==> config.mk <==
export PLATFORM = sky130hd
export DESIGN_NAME = serial_ripple_subtractor
export DESIGN_NICKNAME = d
export VERILOG_FILES = /design/src/rtl/serial_ripple_subtractor_pkg.sv /design/src/rtl/serial_ripple_subtractor_full_subtractor.sv /design/src/rtl/serial_ripple_subtractor.sv
export SDC_FILE = /design/constraint.sdc
export NUM_CORES = 1
export LEC_CHECK = 0
export ABC_CLOCK_PERIOD_IN_PS = 1200
export CAP_MARGIN = 20
export CORE_MARGIN = 1
export CORE_UTILIZATION = 47
export CTS_BUF_LIST = sky130_fd_sc_hd__clkbuf_8
export DETAILED_ROUTE_END_ITERATION = 7
export HOLD_SLACK_MARGIN = 0.05
export PLACE_DENSITY = 0.77
export SYNTH_ARGS = -nofsm -noshare
export SYNTH_HDL_FRONTEND = slang
export SYNTH_SLANG_ARGS = --single-unit
==> constraint.sdc <==
create_clock -name clk -period 1.2 [get_ports clk]
set_input_delay 0.3 -clock clk [delete_from_list [all_inputs] [get_ports clk]]
set_output_delay 0.3 -clock clk [all_outputs]
set_load 0.03 [all_outputs]
==> src/rtl/serial_ripple_subtractor_pkg.sv <==
// Shared definitions for the bit-serial ripple subtractor: FSM state
// encodings and the default operand width.
package serial_ripple_subtractor_pkg;

    // Default operand/result width.
    localparam int DEFAULT_N = 4;

    // FSM state encodings.
    typedef enum logic [1:0] {
        IDLE = 2'd0,
        RUN  = 2'd1,
        DONE = 2'd2
    } state_t;

endpackage

==> src/rtl/serial_ripple_subtractor_full_subtractor.sv <==
// Single-bit full subtractor: d = a - b - bin, with borrow-out.
// The one combinational cell that the serial datapath reuses every cycle.
module full_subtractor
    import serial_ripple_subtractor_pkg::*;
(
    input  logic a,
    input  logic b,
    input  logic bin,
    output logic d,
    output logic bout
);

    // Difference bit and borrow-out of a - b - bin.
    always_comb begin
        d    = a ^ b ^ bin;
        bout = (~a & b) | (~a & bin) | (b & bin);
    end

endmodule

==> src/rtl/serial_ripple_subtractor.sv <==
// Bit-serial N-bit subtractor: computes A - B - Bin one bit per clock,
// LSB first, through one full_subtractor cell and a registered borrow.
//
// Handshake: start is a request sampled only in IDLE; the accepted start
// captures A, B and Bin. busy is high for the N processing cycles, and
// done pulses for one cycle with diff/bout valid. start is ignored (not
// queued) while busy or done; diff/bout hold until the next done.
module serial_ripple_subtractor
    import serial_ripple_subtractor_pkg::*;
#(
    parameter int N = DEFAULT_N
) (
    input  logic         clk,
    input  logic         rst_n,
    input  logic         start,
    input  logic [N-1:0] A,
    input  logic [N-1:0] B,
    input  logic         Bin,
    output logic         busy,
    output logic         done,
    output logic [N-1:0] diff,
    output logic         bout,
    output logic [1:0]   fsm_state
);

    localparam int            CW   = (N > 1) ? $clog2(N) : 1;
    localparam logic [CW-1:0] LAST = CW'(N - 1);

    state_t        state;
    logic [N-1:0]  a_sh;
    logic [N-1:0]  b_sh;
    logic [N-1:0]  diff_sh;
    logic [N-1:0]  diff_next;
    logic          borrow;
    logic [CW-1:0] count;
    logic          d_bit;
    logic          bo_bit;

    full_subtractor u_cell (
        .a    (a_sh[0]),
        .b    (b_sh[0]),
        .bin  (borrow),
        .d    (d_bit),
        .bout (bo_bit)
    );

    // Difference shift register after this cycle's bit enters at the MSB.
    always_comb begin
        diff_next = (diff_sh >> 1) | {d_bit, {(N-1){1'b0}}};
    end

    // FSM, datapath shift registers and registered outputs.
    // The final bit is folded straight into diff/bout on the last RUN edge
    // so that they are already valid in the DONE cycle.
    always_ff @(posedge clk) begin
        if (!rst_n) begin
            state   <= IDLE;
            a_sh    <= '0;
            b_sh    <= '0;
            diff_sh <= '0;
            borrow  <= 1'b0;
            count   <= '0;
            busy    <= 1'b0;
            done    <= 1'b0;
            diff    <= '0;
            bout    <= 1'b0;
        end else begin
            case (state)
                IDLE: begin
                    done <= 1'b0;
                    if (start) begin
                        a_sh    <= A;
                        b_sh    <= B;
                        borrow  <= Bin;
                        diff_sh <= '0;
                        count   <= '0;
                        busy    <= 1'b1;
                        state   <= RUN;
                    end
                end
                RUN: begin
                    a_sh    <= a_sh >> 1;
                    b_sh    <= b_sh >> 1;
                    diff_sh <= diff_next;
                    borrow  <= bo_bit;
                    if (count == LAST) begin
                        diff  <= diff_next;
                        bout  <= bo_bit;
                        busy  <= 1'b0;
                        done  <= 1'b1;
                        state <= DONE;
                    end else begin
                        count <= count + 1'b1;
                    end
                end
                DONE: begin
                    done  <= 1'b0;
                    state <= IDLE;
                end
                default: begin
                    busy  <= 1'b0;
                    done  <= 1'b0;
                    state <= IDLE;
                end
            endcase
        end
    end

    // Current FSM state, exposed for observation.
    always_comb begin
        fsm_state = state;
    end

endmodule
==> results of run 1 <==
==> cells by family after synthesis <==
logic type / after synthesis
and+or+nand+nor: 34
AOI/OAI and AO/OA: 26
adders and majority gates: 3
buffers and inverters: 11
DFF: 23
muxes: 7
==> Yosys cell counts <==
library cell	number	area share, %
nand2_1	5	1.8
o21ba_4	1	1.5
fa_1	1	1.9
a31oi_1	2	1.2
and2b_1	1	0.71
nor2_1	10	3.6
nor3b_1	2	1.4
inv_1	4	1.4
a211oi_2	5	5.9
nor3_2	1	0.95
o221a_1	2	2.1
buf_12	1	1.9
o21ai_0	1	0.48
buf_6	2	2.1
nor4b_1	1	0.83
nor2b_1	1	0.59
buf_4	2	1.4
dfxtp_1	23	44
inv_2	1	0.36
a21oi_1	8	3.8
nand3_1	5	2.4
o211a_1	1	0.95
nand3b_1	1	0.71
mux2i_1	7	6.7
nor2_2	5	3.0
ha_1	2	2.4
a22oi_1	5	3.6
and3_1	1	0.59
nor3_1	1	0.48
clkbuf_1	1	0.36
o21bai_2	1	1.1
==> placed cells by master (no fill, tap or decap), types with 3 or more instances in the layout <==
master            n
mux2i_1           7
dfxtp_2           4
clkdlybuf4s50_1  10
a21oi_1           7
a22oi_1           4
nor2_1           10
a211oi_2          5
buf_4            21
nand2_1           5
buf_6             3
inv_2             3
dfxtp_1          17
nand3_1           5
nor2_2            5
clkbuf_8          3
==> registers in the layout, indices dropped and copies added, names as in the netlist <==
signal / flops
b_sh: 4
borrow: 1
fsm_state: 2
bout: 1
busy: 1
count: 2
done: 1
a_sh: 4
diff: 4
diff_sh: 3
==> repair_timing <==
item	CTS	global route
pin swaps	1	1
setup buffers	4	1
cloned	0	1
gates resized for setup	5	15
setup endpoints to repair	16	19
==> through the flow <==
step                      utilization, %  setup TNS [ns]  hold WS (ns)  setup slack [ns]  power (mW)
after global routing                70.9          -0.109         0.508           -0.0392        1.70
after detailed placement            63.7           -4.66         0.457            -0.362        1.11
after CTS                           67.8               0         0.468           0.00225        1.59
final                               70.9               0         0.466           0.00992        1.62
after floorplan                        -               0         0.442           0.00942        1.02
after global placement              63.7           -3.92         0.447            -0.276        1.10
==> final timing paths <==
path | to | slack, ns | cells after the start
setup / recovery | diff[3]$_SDFFE_PN0P_ | 0.01 | 4
setup reg to reg | diff[3]$_SDFFE_PN0P_ | 0.01 | 4
hold reg to reg | diff[0]$_SDFFE_PN0P_ | 0.47 | 2
hold / removal | diff[0]$_SDFFE_PN0P_ | 0.47 | 2
==> power by group <==
| part | total, mW | switching [mW] | leakage (nW) | internal [mW] |
|---|---|---|---|---|
| sequential | 0.829 | 0.0284 | 0.191 | 0.801 |
| clock | 0.479 | 0.248 | 0.0255 | 0.231 |
| combinational | 0.315 | 0.149 | 0.384 | 0.166 |
| total | 1.62 | 0.425 | 0.600 | 1.20 |
==> per-layer routing <==
layer / global-route usage (%) / share of wire, %
met1: 24.4 / 47
met5: 0 / 0
met2: 35.6 / 49
met4: 8.82 / 0
met3: 3.43 / 3.6
==> critical path, stage by stage (launching register included) <==
cell	delay [ns]
dfxtp_2	0.34
fa_1	0.54
inv_2	0.04
nor2_1	0.12
nor3_2	0.05
==> layout make-up <==
class	count	area, um2	share of cell area, %
clock buffer	3	41.3	2.85
clock inverter	1	5.00	0.346
sequential	23	473	32.7
timing repair buffer	36	320	22.1
inverter	5	18.8	1.30
multi-input combinational	71	556	38.4
tap	27	33.8	2.33
==> impl_metrics.env, run 1 <==
export IMPL_run_status="finished clean"
export IMPL_cts_buffer_depth=2
export IMPL_slew_headroom_pct=76.8
export IMPL_overflow=0
export IMPL_synthSimpleGateAreaFrac_pct=17.0
export IMPL_place_congestion=0.761
export IMPL_dieArea_mm2=0.00243
export IMPL_wl_um=2460
export IMPL_rr_startpoint="borrow$_SDFFE_PN0P_"
export IMPL_root_buffer="clkbuf_8"
export IMPL_syn_avg_cell_area_um2=10.1
export IMPL_seq_area_frac_synth_pct=43.8
export IMPL_yosysUniqueCellTypes=31
export IMPL_synthesis_nets=119
export IMPL_final_cells=166
export IMPL_routedWlPerCell_um=14.8
export IMPL_gr_usage_all_layers_pct=20.5
export IMPL_nFillCells=174
export IMPL_hp_start="diff[0]$_SDFFE_PN0P_"
export IMPL_hold_viol=0
export IMPL_antenna_cells=0
export IMPL_port_buffers=20
export IMPL_path_max_fanout=2
export IMPL_synthAdderAreaFrac_pct=4.28
export IMPL_vias_per_cell=5.37
export IMPL_crit_type="flop to flop"
export IMPL_via_count=891
export IMPL_grt_start_max_net_pins=20
export IMPL_rsz0062_at_grt="true"
export IMPL_path_clk_slew_ns=0.08
export IMPL_power_density_mw_per_mm2=1120
export IMPL_start_kind="flop"
export IMPL_place_hpwl_um=1560
export IMPL_grt_pass1_vias=860
export IMPL_area_delta_synth_final_pct=37.6
export IMPL_clock_sinks=23
export IMPL_h_tree_depth=1
export IMPL_synthCells=104
export IMPL_crit_path_end_kind="flop"
export IMPL_max_cap_viol_count=0
export IMPL_clock_skew_ns=0.00458
export IMPL_synth_xor_area_share_pct=0
export IMPL_crit_required_ns=1.36
export IMPL_std_cell_rows=16
export IMPL_clkLatencyLatePin_ns=0.26
export IMPL_synth_top_family_by_area="compound AO/OA/AOI/OAI gates"
export IMPL_tightestPinTransition_ns=0.348
export IMPL_postRouteAntennaNets=0
export IMPL_layout_min_cycle_time_ns=1.19
export IMPL_die_h_um=49.3
export IMPL_start_util_pct=51.5
export IMPL_place_area_mm2=0.00130
export IMPL_cts_tree="built"
export IMPL_cts_buffers=3
export IMPL_peakVddDrop_v=0.00117
export IMPL_drc=0
export IMPL_fmaxAchievable_mhz=840
export IMPL_synth_warnings=0
export IMPL_drt_initial_drc_count=10
export IMPL_final_max_slew_viol_count=0
export IMPL_synth_compound_area_share_pct=20.7
export IMPL_place_inst=156
export IMPL_syn_cell_area_mm2=0.00105
export IMPL_synthMuxAreaShare_pct=6.66
export IMPL_postLayoutCellArea_mm2=0.00145
export IMPL_drive_above_1_share_pct=42.4
export IMPL_fp_dieW_um=49.3
export IMPL_antenna_found_initial=0
export IMPL_arrival_ns=1.35
export IMPL_io_pins=21
export IMPL_grt_pass1_wl_um=3800
export IMPL_cts_hold_buf=0
export IMPL_startpoint="borrow$_SDFFE_PN0P_"
export IMPL_nets=155
export IMPL_power_leakage_nw=0.600
export IMPL_setup_viol=0
export IMPL_core_area_mm2=0.00204
export IMPL_first_pass_iters=4
export IMPL_hold_path_class="flop to flop"
export IMPL_fin_crit_sh_pct=99.2
export IMPL_ys_ff_latch=23
No activity file was read; power rests on OpenSTA's default activity.
==> run 2: changes to the inputs <==
--- a/config.mk
+++ b/config.mk
@@ -5,7 +5,7 @@
 export SDC_FILE = /design/constraint.sdc
 export NUM_CORES = 1
 export LEC_CHECK = 0
-export ABC_CLOCK_PERIOD_IN_PS = 1200
+export ABC_CLOCK_PERIOD_IN_PS = 1000
 export CAP_MARGIN = 20
 export CORE_MARGIN = 1
 export CORE_UTILIZATION = 47
@@ -16,3 +16,4 @@
 export SYNTH_ARGS = -nofsm -noshare
 export SYNTH_HDL_FRONTEND = slang
 export SYNTH_SLANG_ARGS = --single-unit
+export TNS_END_PERCENT = 1
==> constraint.sdc (replaced) <==
create_clock -name clk -period 1 [get_ports clk]
set_input_delay 0.25 -clock clk [delete_from_list [all_inputs] [get_ports clk]]
set_output_delay 0.25 -clock clk [all_outputs]
set_load 0.03 [all_outputs]
==> impl_metrics.env, run 2 (same netlist as run 1, synthesis figures left out) <==
export IMPL_run_status="finished, violations left"
export IMPL_violations="setup timing"
export IMPL_area_delta_synth_final_pct=44.5
export IMPL_layout_commonest_cell="buf_4"
export IMPL_p_int_mw=1.44
export IMPL_rsz0062_at_grt="true"
export IMPL_io_pins=21
export IMPL_final_max_slew_viol_count=0
export IMPL_rr_endpoint="diff[3]$_SDFFE_PN0P_"
export IMPL_slew_headroom_pct=80.9
export IMPL_drt_initial_drc_count=20
export IMPL_dpl_worst_slack_ns=-0.473
export IMPL_hold_viol=0
export IMPL_crit_path_end_kind="flop"
export IMPL_drive_above_1_share_pct=48.6
export IMPL_hold_path_class="flop to flop"
export IMPL_cts_tree="built"
export IMPL_place_area_mm2=0.00136
export IMPL_clock_sinks=23
export IMPL_final_cells=167
export IMPL_arrival_ns=1.36
export IMPL_r2r_cells=4
export IMPL_clkLatencyLatePin_ns=0.26
export IMPL_grt_start_max_net_pins=20
export IMPL_path_clk_slew_ns=0.08
export IMPL_tightestPinTransition_ns=0.286
export IMPL_fin_crit_sh_pct=121
export IMPL_port_buffers=20
export IMPL_root_buffer="clkbuf_8"
export IMPL_routedWlPerCell_um=13.8
export IMPL_peakVddDrop_v=0.00101
export IMPL_fmaxAchievable_mhz=829
export IMPL_gr_usage_all_layers_pct=20.3
export IMPL_std_cell_rows=16
export IMPL_wl_um=2310
export IMPL_pwr_share_seq_pct=51.9
export IMPL_core_area_mm2=0.00204
export IMPL_die_h_um=49.3
export IMPL_place_inst=161
export IMPL_startpoint="borrow$_SDFFE_PN0P_"
export IMPL_nets=156
export IMPL_swShare_pct=25.4
export IMPL_place_hpwl_um=1540
export IMPL_setup_ws_ns=-0.206
export IMPL_antenna_found_initial=0
export IMPL_place_congestion=0.759
export IMPL_layout_min_cycle_time_ns=1.21
export IMPL_path_max_fanout=2
export IMPL_postLayoutCellArea_mm2=0.00152
export IMPL_multi_input_area_um2=569
export IMPL_seq_area_um2=479
export IMPL_overflow=0
export IMPL_power_leakage_nw=0.624
export IMPL_rr_startpoint="borrow$_SDFFE_PN0P_"
export IMPL_setup_viol=19
export IMPL_cts_buffers=3
export IMPL_clock_skew_ns=0.00130
export IMPL_crit_type="flop to flop"
export IMPL_max_cap_viol_count=0
export IMPL_first_pass_iters=4
export IMPL_grt_pass1_wl_um=3820
export IMPL_top_regs="a_sh: 4 flops, b_sh: 4 flops, diff: 4 flops"
export IMPL_start_kind="flop"
export IMPL_vias_per_cell=5.32
export IMPL_cts_hold_buf=0
export IMPL_cp_endpoint="diff[3]$_SDFFE_PN0P_"
export IMPL_dieArea_mm2=0.00243
export IMPL_cts_buffer_depth=2
export IMPL_drc=0
export IMPL_crit_required_ns=1.15
export IMPL_start_util_pct=51.5
export IMPL_hp_start="diff[0]$_SDFFE_PN0P_"
export IMPL_power_switching_mw=0.490
export IMPL_antenna_cells=0
export IMPL_r2r_setup_slack_ns=-0.21
export IMPL_mostFrequentLayoutCells="15 x buf_4, 12 x dfxtp_2"
export IMPL_power_mw=1.93
export IMPL_post_route_util_pct=74.4
export IMPL_grt_pass1_vias=869
export IMPL_nFillCells=158
export IMPL_power_frac_comb_pct=19.4
export IMPL_fp_dieW_um=49.3
export IMPL_power_density_mw_per_mm2=1270
export IMPL_via_count=889
export IMPL_postRouteAntennaNets=0
export IMPL_p_clk_share_pct=28.6
export IMPL_h_tree_depth=1
## run 2: changes by cell type in the layout (fill, tap and decap cells not counted), sizes merged
cell / before / now
buf: 25 / 27
clkinv: 1 / 0
inv: 5 / 6
o21ba: 2 / 1
## run 2: critical path, stage by stage (launching register included)
cell and delay, ns:
dfxtp_2 0.34, fa_1 0.55, inv_2 0.04, nor2_1 0.12, nor3_2 0.05
## run 2: power by group through the flow
stage | Combinational (mW) | Clock, mW | Sequential [mW]
final | 0.375 | 0.552 | 1.00
after global routing | 0.404 | 0.613 | 1.01
after CTS | 0.354 | 0.566 | 0.999
after detailed placement | 0.324 | 0 | 1.02
after global placement | 0.314 | 0 | 1.02
after floorplan | 0.197 | 0 | 1.02
## run 2: routing by layer
layer  track usage (%)  routed length [um]
met5                 0                   0
met4              7.84                   0
met3              5.61                 103
met1              24.6                1080
met2              33.8                1120
## run 2: stage by stage
stage                     hold slack (ns)  TNS, ns
after global placement              0.446    -7.29
after CTS                           0.477    -1.98
after detailed placement            0.451    -7.70
after global routing                0.493    -3.19
final                               0.472    -1.89
after floorplan                     0.392    -2.80
## run 2: worst min path at each step
| stage | end | slack (ns) | cells after the start |
|---|---|---|---|
| after CTS | diff[0]$_SDFFE_PN0P_ | 0.48 | 2 |
| after global routing | diff[0]$_SDFFE_PN0P_ | 0.49 | 2 |
| after global placement | diff[1]$_SDFFE_PN0P_ | 0.45 | 2 |
| after detailed placement | diff[0]$_SDFFE_PN0P_ | 0.45 | 2 |
| after floorplan | a_sh[1]$_SDFFE_PN0P_ | 0.39 | 1 |
| final | diff[0]$_SDFFE_PN0P_ | 0.47 | 2 |
## run 2: layout make-up
| type | instances | share of cell area, % |
|---|---|---|
| clock inverter | 1 | 0.247 |
| tap | 27 | 2.22 |
| inverter | 5 | 1.23 |
| timing repair buffer | 38 | 24.6 |
| sequential | 23 | 31.5 |
| clock buffer | 3 | 2.72 |
| multi-input combinational | 70 | 37.4 |
## run 2: what timing repair did
action,4_1_cts,5_1_grt
buffers inserted,2,0
hold endpoints to repair,0,0
resized for setup,26,10
pin swaps,7,2
setup endpoints to repair,32,32
